File: src/rtl/id_ex_stage.sv
// id_ex_stage: decode-to-execute pipeline register for the 16-bit core.
// Latches the decoded instruction, detects hazards, stalls decode and
// injects NOP bubbles, and resolves ALU operands by forwarding.
// Optional feature macro: ID_EX_FWD_EN (EX/MEM and MEM/WB forwarding).
// Without it the stage interlocks until the producer reaches writeback.
module id_ex_stage #(
  parameter int unsigned OPERAND_WIDTH = 16,
  parameter int unsigned REG_ADDR_W    = 3,
  parameter int unsigned STALL_CNT_W   = 16
) (
  input  logic                     clk,
  input  logic                     rst_n,
  input  logic                     id_valid,
  input  logic [4:0]               id_opcode,
  input  logic [1:0]               id_funct,
  input  logic [REG_ADDR_W-1:0]    id_rs,
  input  logic [REG_ADDR_W-1:0]    id_rt,
  input  logic [REG_ADDR_W-1:0]    id_rd,
  input  logic                     id_rs_used,
  input  logic                     id_use_imm,
  input  logic [OPERAND_WIDTH-1:0] id_rs_data,
  input  logic [OPERAND_WIDTH-1:0] id_rt_data,
  input  logic [OPERAND_WIDTH-1:0] id_imm,
  input  logic                     id_reg_write,
  input  logic                     id_mem_read,
  input  logic                     flush,
  input  logic                     exmem_reg_write,
  input  logic [REG_ADDR_W-1:0]    exmem_rd,
  input  logic [OPERAND_WIDTH-1:0] exmem_result,
  input  logic                     memwb_reg_write,
  input  logic [REG_ADDR_W-1:0]    memwb_rd,
  input  logic [OPERAND_WIDTH-1:0] memwb_result,
  output logic                     id_stall,
  output logic                     ex_valid,
  output logic [4:0]               ex_opcode,
  output logic [1:0]               ex_funct,
  output logic [OPERAND_WIDTH-1:0] ex_ain,
  output logic [OPERAND_WIDTH-1:0] ex_bin,
  output logic [REG_ADDR_W-1:0]    ex_rd,
  output logic                     ex_reg_write,
  output logic                     ex_mem_read,
  output logic [STALL_CNT_W-1:0]   stall_count
);

  logic [REG_ADDR_W-1:0]    rs_q, rt_q;
  logic [OPERAND_WIDTH-1:0] rs_data_q, rt_data_q, imm_q;
  logic                     use_imm_q, rs_used_q;
  logic                     hazard;
  logic                     rs_rd, rt_rd;

  // Which sources the decode-slot instruction actually reads.
  assign rs_rd = id_rs_used;
  assign rt_rd = !id_use_imm;

  // Hazard detection; a flush discards the instruction so it never stalls.
  always_comb begin
    hazard = 1'b0;
`ifdef ID_EX_FWD_EN
    hazard = id_valid && ex_valid && ex_mem_read &&
             ((rs_rd && (ex_rd == id_rs)) || (rt_rd && (ex_rd == id_rt)));
`else
    if (id_valid) begin
      if (ex_valid && ex_reg_write &&
          ((rs_rd && (ex_rd == id_rs)) || (rt_rd && (ex_rd == id_rt))))
        hazard = 1'b1;
      if (exmem_reg_write &&
          ((rs_rd && (exmem_rd == id_rs)) || (rt_rd && (exmem_rd == id_rt))))
        hazard = 1'b1;
    end
`endif
    id_stall = hazard && !flush;
  end

  // ID/EX register: bubble on flush/stall, decode slot when valid, else bubble.
  always_ff @(posedge clk or negedge rst_n) begin
    if (!rst_n) begin
      ex_valid     <= 1'b0;
      ex_opcode    <= '0;
      ex_funct     <= '0;
      ex_rd        <= '0;
      ex_reg_write <= 1'b0;
      ex_mem_read  <= 1'b0;
      rs_q         <= '0;
      rt_q         <= '0;
      rs_data_q    <= '0;
      rt_data_q    <= '0;
      imm_q        <= '0;
      use_imm_q    <= 1'b0;
      rs_used_q    <= 1'b0;
    end else if (flush || id_stall || !id_valid) begin
      ex_valid     <= 1'b0;
      ex_opcode    <= '0;
      ex_funct     <= '0;
      ex_rd        <= '0;
      ex_reg_write <= 1'b0;
      ex_mem_read  <= 1'b0;
      rs_q         <= '0;
      rt_q         <= '0;
      rs_data_q    <= '0;
      rt_data_q    <= '0;
      imm_q        <= '0;
      use_imm_q    <= 1'b0;
      rs_used_q    <= 1'b0;
    end else begin
      ex_valid     <= 1'b1;
      ex_opcode    <= id_opcode;
      ex_funct     <= id_funct;
      ex_rd        <= id_rd;
      ex_reg_write <= id_reg_write;
      ex_mem_read  <= id_mem_read;
      rs_q         <= id_rs;
      rt_q         <= id_rt;
      rs_data_q    <= id_rs_data;
      rt_data_q    <= id_rt_data;
      imm_q        <= id_imm;
      use_imm_q    <= id_use_imm;
      rs_used_q    <= id_rs_used;
    end
  end

  // Saturating stall-cycle counter.
  always_ff @(posedge clk or negedge rst_n) begin
    if (!rst_n)
      stall_count <= '0;
    else if (id_stall && (stall_count != '1))
      stall_count <= stall_count + STALL_CNT_W'(1);
  end

`ifdef ID_EX_FWD_EN
  logic [OPERAND_WIDTH-1:0] rs_fwd, rt_fwd;

  // Operand forwarding, EX/MEM over MEM/WB; gated by ex_valid so a bubble
  // with rt index 0 never picks up a producer writing R0.
  always_comb begin
    rs_fwd = rs_data_q;
    rt_fwd = rt_data_q;
    if (ex_valid && rs_used_q) begin
      if (exmem_reg_write && (exmem_rd == rs_q))
        rs_fwd = exmem_result;
      else if (memwb_reg_write && (memwb_rd == rs_q))
        rs_fwd = memwb_result;
    end
    if (ex_valid && !use_imm_q) begin
      if (exmem_reg_write && (exmem_rd == rt_q))
        rt_fwd = exmem_result;
      else if (memwb_reg_write && (memwb_rd == rt_q))
        rt_fwd = memwb_result;
    end
    ex_ain = rs_fwd;
    ex_bin = use_imm_q ? imm_q : rt_fwd;
  end
`else
  logic unused_nofwd;
  assign unused_nofwd = ^{exmem_result, memwb_reg_write, memwb_rd, memwb_result,
                          rs_q, rt_q, rs_used_q};

  // Operands straight from the latched register-file reads or immediate.
  always_comb begin
    ex_ain = rs_data_q;
    ex_bin = use_imm_q ? imm_q : rt_data_q;
  end
`endif

endmodule
File: config.mk
export PLATFORM = sky130hd
export DESIGN_NAME = id_ex_stage
export DESIGN_NICKNAME = d
export VERILOG_FILES = /design/src/rtl/id_ex_stage.sv
export SDC_FILE = /design/constraint.sdc
export NUM_CORES = 1
export LEC_CHECK = 0
export CAP_MARGIN = 20
export CORE_UTILIZATION = 35
export DETAILED_ROUTE_END_ITERATION = 7
export PLACE_DENSITY = 0.74
export SYNTH_ARGS = -nofsm -noshare
export SYNTH_HDL_FRONTEND = slang
export SYNTH_SLANG_ARGS = --single-unit
File: constraint.sdc
create_clock -name clk -period 2.1 [get_ports clk]
set_input_delay 0.42 -clock clk [delete_from_list [all_inputs] [get_ports clk]]
set_output_delay 0.42 -clock clk [all_outputs]
set_load 0.05 [all_outputs]
==> metrics.txt, run 1 <==
core outline area 8721 um2; total DRC errors in the routed layout 0; Total GRT Usage 15.01%; final setup violation count 1; Clock Root Buffer clkbuf_8; final weighted congestion in routability-driven placement 0.7882; crit path capture type output pin; Die Footprint 9403 um2; leak pwr 0.002345 uW; highest net fanout along the worst path 3; PnR Total Power 3745 uW; TritonCTS Buffers 9; worst-case clock skew 0.008987 ns; via density per instance 4.447; transition at the pin with the smallest max-transition slack 0.5223 ns; Congestion Overflow GR 0; worst hold path class in2async; number of antenna violations at the first check in global routing 0; fraction of final layout cells sized beyond drive strength 1 21.61%; Skew-Pair Late Insertion Delay 0.33 ns; synth warn 0; peak ir drop on the vdd network 380.0 uV; total I/O pin count 174; Die Height 96.97 um; status complete, but fails checks; arrival time reported for the critical path endpoint 1.76 ns; final cell count without fillers 506; number of clock sinks seen by CTS 78; Antenna Diode Count 0; horizontal die dimension 96.97 um; count of fill cells added during filler insertion 752; Post-CTS Hold Buffers 0; DR iter-0 viols 33; Synth Area per Inst 12.99 um2; maximum capacitance violations 0; Final Hold Violating Endpoints 0; violated checks negative setup slack; sequential-to-total area share from yosys stat 61.83%; final standard cell utilization of the core 57.47%; maximum buffer depth of the clock tree 2; setup repair after global routing missed its margin yes; post-route clock period utilization 104.0%; post-synthesis register bit count 78; CP max-delay cell dfrtp_2; startpoint class of the critical path flop; P per Cell Area 747.1 nW/um2; count of antenna-violating nets left after detailed routing 0; post-layout min period 2.183 ns; cell total after placement 490; largest net degree at the start of global routing 44; Critical Path, Cell by Cell xor2_2 > o41ai_2 > a32oi_2 > clkinvlp_4 > buf_8; vias in the first global route 2,383; final std cell area, no fill 5012 um2; TritonCTS clock tree done; Nets 507; crit-path max cell delay 0.44 ns; initial core utilization 36.20%; type of the worst setup path reg2out; Routed WL per cell 13.33 um; clock slew at the register clock pins of the worst setup and hold paths 0.08 ns; first-pass GRT wire length 11,270 um; tightest slew margin relative to the limit 65.07%; maximum level of the CTS H-tree 3; area delta synth->final 58.78%; port buffer count 137; number of vias after detailed routing 2,250; Row Count 34; total half-perimeter wirelength after legalization and detailed placement 5060 um; WL final 6745 um; number of distinct library cells after synthesis 26; Syn Std Cell Area 3157 um2; final count of pins violating max slew 0; post-synthesis cell count 243; nets in the synthesized netlist 356; Critical Path RT 1.68 ns; placed instance area 4715 um2; Final Hold Slack 0.03407 ns; final setup margin -0.08341 ns; achievable frequency 0.4580 GHz; Pre-antenna DRT Iters 4
## cell usage after synthesis, drive strengths merged
library cell   n  area, um2
clkbuf         9      33.78
nand3         10      50.05
a32oi          1      16.27
nand2          8      30.03
nor2b          1      6.260
nor4b          2      23.77
nor4           4      55.05
nor3           8      45.04
dfrtp         78       1952
buf            2      16.26
and4           1      8.760
nor2           2      7.510
mux2          18      202.7
and3           3      18.77
ha             1      12.51
and2          62      387.9
o41ai          2      32.53
xor2          20      175.2
nand4          3      18.77
xnor2          6      52.55
nor3b          1      7.510
inv            1      3.750
## layout make-up
class                   count  area, um2  area share [%]
well taps                 108      135.1           2.696
clock inverters             4      120.1           2.396
clock buffers              11      131.4           2.621
flip-flops and latches     78       1961           39.12
multi-input cells         153       1187           23.69
repair buffers            151       1470           29.33
inverters                   1      7.507          0.1498
## repair_timing
item / in CTS / in global routing
cloned: 0 / 0
resized for setup: 21 / 4
hold endpoints to repair: 0 / 0
pin swaps: 7 / 0
endpoints found under the setup margin: 7 / 69
setup buffers: 1 / 0
## worst max-delay path, delay by kind of cell, from the launching register on
family | cells | cell delay, ns
compound gates | 2 | 0.56
buf+inv | 2 | 0.27
flops | 1 | 0.44
xor+xnor | 1 | 0.16
## power by group
part           leakage, uW  total (uW)  internal, uW  switching, uW
sequential         0.00104        1630          1580           57.0
clock             0.000124        1410           905            505
combinational      0.00118         702           315            386
total              0.00234        3740          2800            949
## metal layers
layer  part of all wire, %  track usage [%]  routed length, um  up-vias
li1                      -                -                  -     1092
met1                    40            17.37               2716     1074
met2                    53            26.76               3580       80
met3                   6.2            4.118                416        4
met4                  0.46            4.822                 31        0
met5                     0                0                  0        -
## through the flow
step / setup WS (ns) / setup TNS [ns]
after global placement: -0.4586 / -22.56
after floorplan: 0.02178 / 0
after CTS: -0.09373 / -0.09373
after global routing: -0.1894 / -3.061
after detailed placement: -0.4727 / -24.67
final: -0.08341 / -0.08341
## state kept, by name, summed over array words and instances, names as in the netlist
register and count:
ex_rd 3, ex_reg_write 1, stall_count 16, ex_mem_read 1, rt_data_q 16, ex_funct 2, ex_valid 1, imm_q 16
ex_opcode 5, use_imm_q 1, ex_ain 16
## path summary, 6_finish.rpt
path,from,cells after the start,to,slack (ns)
max in group asynchronous,rst_n,2,ex_rd[0],1.47
worst min register to register,stall_count[6],1,stall_count[6],0.50
worst min-delay path,rst_n,1,stall_count[9],0.03
worst max-delay path,ex_rd[1],5,id_stall,-0.08
min in group clk,stall_count[6],1,stall_count[6],0.50
worst max register to register,ex_rd[1],8,rt_data_q[3],0.05
## cell usage in the layout (no fill, tap or decap), drive strengths merged, types with 2 or more instances in the layout
| master | instances |
|---|---|
| nor4 | 4 |
| dlygate4sd2 | 8 |
| nor3 | 8 |
| mux2 | 18 |
| nor4b | 2 |
| nor2 | 2 |
| nand2 | 8 |
| and3 | 3 |
| dfrtp | 78 |
| and2 | 62 |
| clkdlybuf4s15 | 3 |
| clkbuf | 11 |
| nand3 | 10 |
| nand4 | 3 |
| dlymetal6s2s | 2 |
| clkdlybuf4s50 | 105 |
| bufinv | 4 |
| buf | 33 |
| xnor2 | 6 |
| xor2 | 20 |
| o41ai | 2 |
## cell families after synthesis
logic type,synth area share (%)
AO/OA/AOI/OAI,1.546
XOR/XNOR,7.214
adder cells (fa/ha/maj),0.3963
buffers and inverters,1.704
flip-flops,61.83
multiplexers,6.421
AND/OR/NAND/NOR,20.89
Note: power is estimated with default switching activity, not from simulation.
==> run 2: changes to the inputs <==
Settings changed: CTS_CLUSTER_SIZE set to 16, SETUP_SLACK_MARGIN set to 0.15.
==> run 2 against run 1 <==
Critical endpoint unchanged. Sequential power about the same. Hold slack lost 0.016 ns. Sequential cell count unchanged. Clock skew about the same. The run still ends with negative setup slack left. Largest cell class unchanged. Global-route usage rose by 2.8 points. Core utilization grew 6.9 points.
==> metrics.txt, run 2 (same netlist as run 1, synthesis figures left out) <==
horizontal die dimension 96.97 um (unchanged); fraction of final layout cells sized beyond drive strength 1 44.89% (+23 points); count of fill cells added during filler insertion 690 (-8.2%); final count of pins violating max slew 0 (unchanged); Congestion Overflow GR 0 (unchanged); Final Hold Slack 0.01776 ns (-0.01631 ns); Row Count 34 (unchanged); tightest slew margin relative to the limit 63.85% (-1.2 points); violated checks negative setup slack; Highest Signal Layer met4; Pre-antenna DRT Iters 4 (unchanged); most common cell after layout, fill and taps aside clkdlybuf4s50_1; number of antenna violations at the first check in global routing 0 (unchanged); total I/O pin count 174 (unchanged); final weighted congestion in routability-driven placement 0.8002 (+1.5%); Clock Root Buffer clkbuf_8; arrival time reported for the critical path endpoint 1.79 ns (+0.03 ns); Met3 Routed Length 536 um (+29%); number of vias after detailed routing 2,458 (+9.2%); port buffer count 137 (unchanged); Skew-Pair Late Insertion Delay 0.35 ns (+0.02 ns); clock slew at the register clock pins of the worst setup and hold paths 0.07 ns (about the same); final setup violation count 47 (+46); Routed WL per cell 15.44 um (+16%); maximum buffer depth of the clock tree 2 (unchanged); Final Hold Violating Endpoints 0 (unchanged); largest net degree at the start of global routing 35 (-20%); post-layout min period 2.210 ns (+0.02667 ns); transition at the pin with the smallest max-transition slack 0.5444 ns (+0.02211 ns); status complete, but fails checks; highest net fanout along the worst path 2 (-1); TritonCTS Buffers 9 (unchanged); crit-path max cell delay 0.43 ns (about the same); WL final 8168 um (+21%); maximum capacitance violations 0 (unchanged); startpoint class of the critical path input port; maximum level of the CTS H-tree 3 (unchanged); total length of routed met2 wires 4406 um (+23%); Die Footprint 9403 um2 (unchanged); final std cell area, no fill 5610 um2 (+12%); achievable frequency 0.4525 GHz (-1.2%); commonest non-fill, non-tap cells in the layout 86 x clkdlybuf4s50_1, 65 x dfrtp_1, 61 x and2_4; placed instance area 4743 um2 (+0.61%); total half-perimeter wirelength after legalization and detailed placement 5289 um (+4.5%); final setup margin -0.1101 ns (-0.02667 ns); Critical Path, Cell by Cell clkdlybuf4s50_1 > o41ai_2 > a32oi_2 > clkinvlp_4 > buf_8; leak pwr 0.002728 uW (+16%); Nets 530 (+4.5%); crit path capture type output pin; Total GRT Usage 17.84% (+2.8 points); CP max-delay cell clkdlybuf4s50_1; type of the worst setup path in2out; peak ir drop on the vdd network 347.0 uV (-8.7%); Critical Path RT 1.68 ns (about the same); detailed-routing wirelength on met1 3083 um (+14%); count of antenna-violating nets left after detailed routing 0 (unchanged); via density per instance 4.647 (+4.5%); TritonCTS clock tree done; core outline area 8721 um2 (unchanged); setup repair after global routing missed its margin yes; area delta synth->final 77.72%; worst hold path class in2async; post-route clock period utilization 105.2% (+1.3 points); DR iter-0 viols 32 (-3.0%); Antenna Diode Count 0 (unchanged); worst-case clock skew 0.008745 ns (-0.0002420 ns); Setup Slack @ Placement -0.4468 ns (+0.02587 ns); first-pass GRT wire length 12,840 um (+14%); Die Height 96.97 um (unchanged); total DRC errors in the routed layout 0 (unchanged); total negative slack for setup checks -2.304 ns (-2.221 ns); number of clock sinks seen by CTS 78 (unchanged); initial core utilization 36.20% (unchanged); P per Cell Area 649.7 nW/um2 (-13%); vias in the first global route 2,611 (+9.6%)
-- run 2: through the flow --
step	power (uW)	util [%]	std cells
floorplan	2022	-	243
global placement	2366	54.39	496
detailed placement	2382	54.39	496
CTS	3653	62.08	523
global route	3816	64.33	529
finish	3645	64.33	529
-- run 2: final cells by class --
cell class | count | area [um2] | share of cell area (%)
well taps | 108 | 135.1 | 2.409
multi-input cells | 153 | 1510 | 26.92
inverters | 1 | 7.507 | 0.1338
repair buffers | 174 | 1787 | 31.85
clock inverters | 5 | 75.07 | 1.338
flip-flops and latches | 78 | 1968 | 35.08
clock buffers | 10 | 127.6 | 2.275
-- run 2: routing by layer --
layer	GRT usage, %	vias to the layer above
met4	7.692	0
li1	-	1148
met1	19.64	1212
met5	0	-
met2	31.58	86
met3	5.491	12
-- run 2: what timing repair did --
action / CTS / global route
setup endpoints to repair: 99 / 95
resized for setup: 120 / 37
setup buffers: 8 / 5
hold buffers: 0 / 0
pin swaps: 64 / 36
cloned: 4 / 1
-- run 2: final timing paths --
check / to / startpoint / depth (start not counted) / slack (ns)
max in group asynchronous: imm_q[5] / rst_n / 2 / 1.45
min: stall_count[9] / rst_n / 1 / 0.02
max: id_stall / id_use_imm / 5 / -0.11
min reg2reg: stall_count[10] / stall_count[10] / 1 / 0.49
max reg2reg: imm_q[5] / ex_rd[2] / 10 / -0.07
min in group clk: stall_count[10] / stall_count[10] / 1 / 0.49
-- run 2: where the power goes --
group          internal, uW  switching (uW)  leakage, uW
clock network           657             521     0.000106
registers              1580            58.6      0.00104
logic                   400             428      0.00159
total                  2640            1010      0.00273
-- run 2: critical path, delay by kind of cell --
family	cells	cell delay, ns
buffers and inverters	3	0.70
AOI/OAI and AO/OA	2	0.66
==> run 3: changes to the inputs <==
Settings changed: CTS_CLUSTER_DIAMETER set to 50, GPL_TIMING_DRIVEN set to 1.
==> results of run 3 <==
The final DEF is identical to that of run 2; final timing and power are the same.
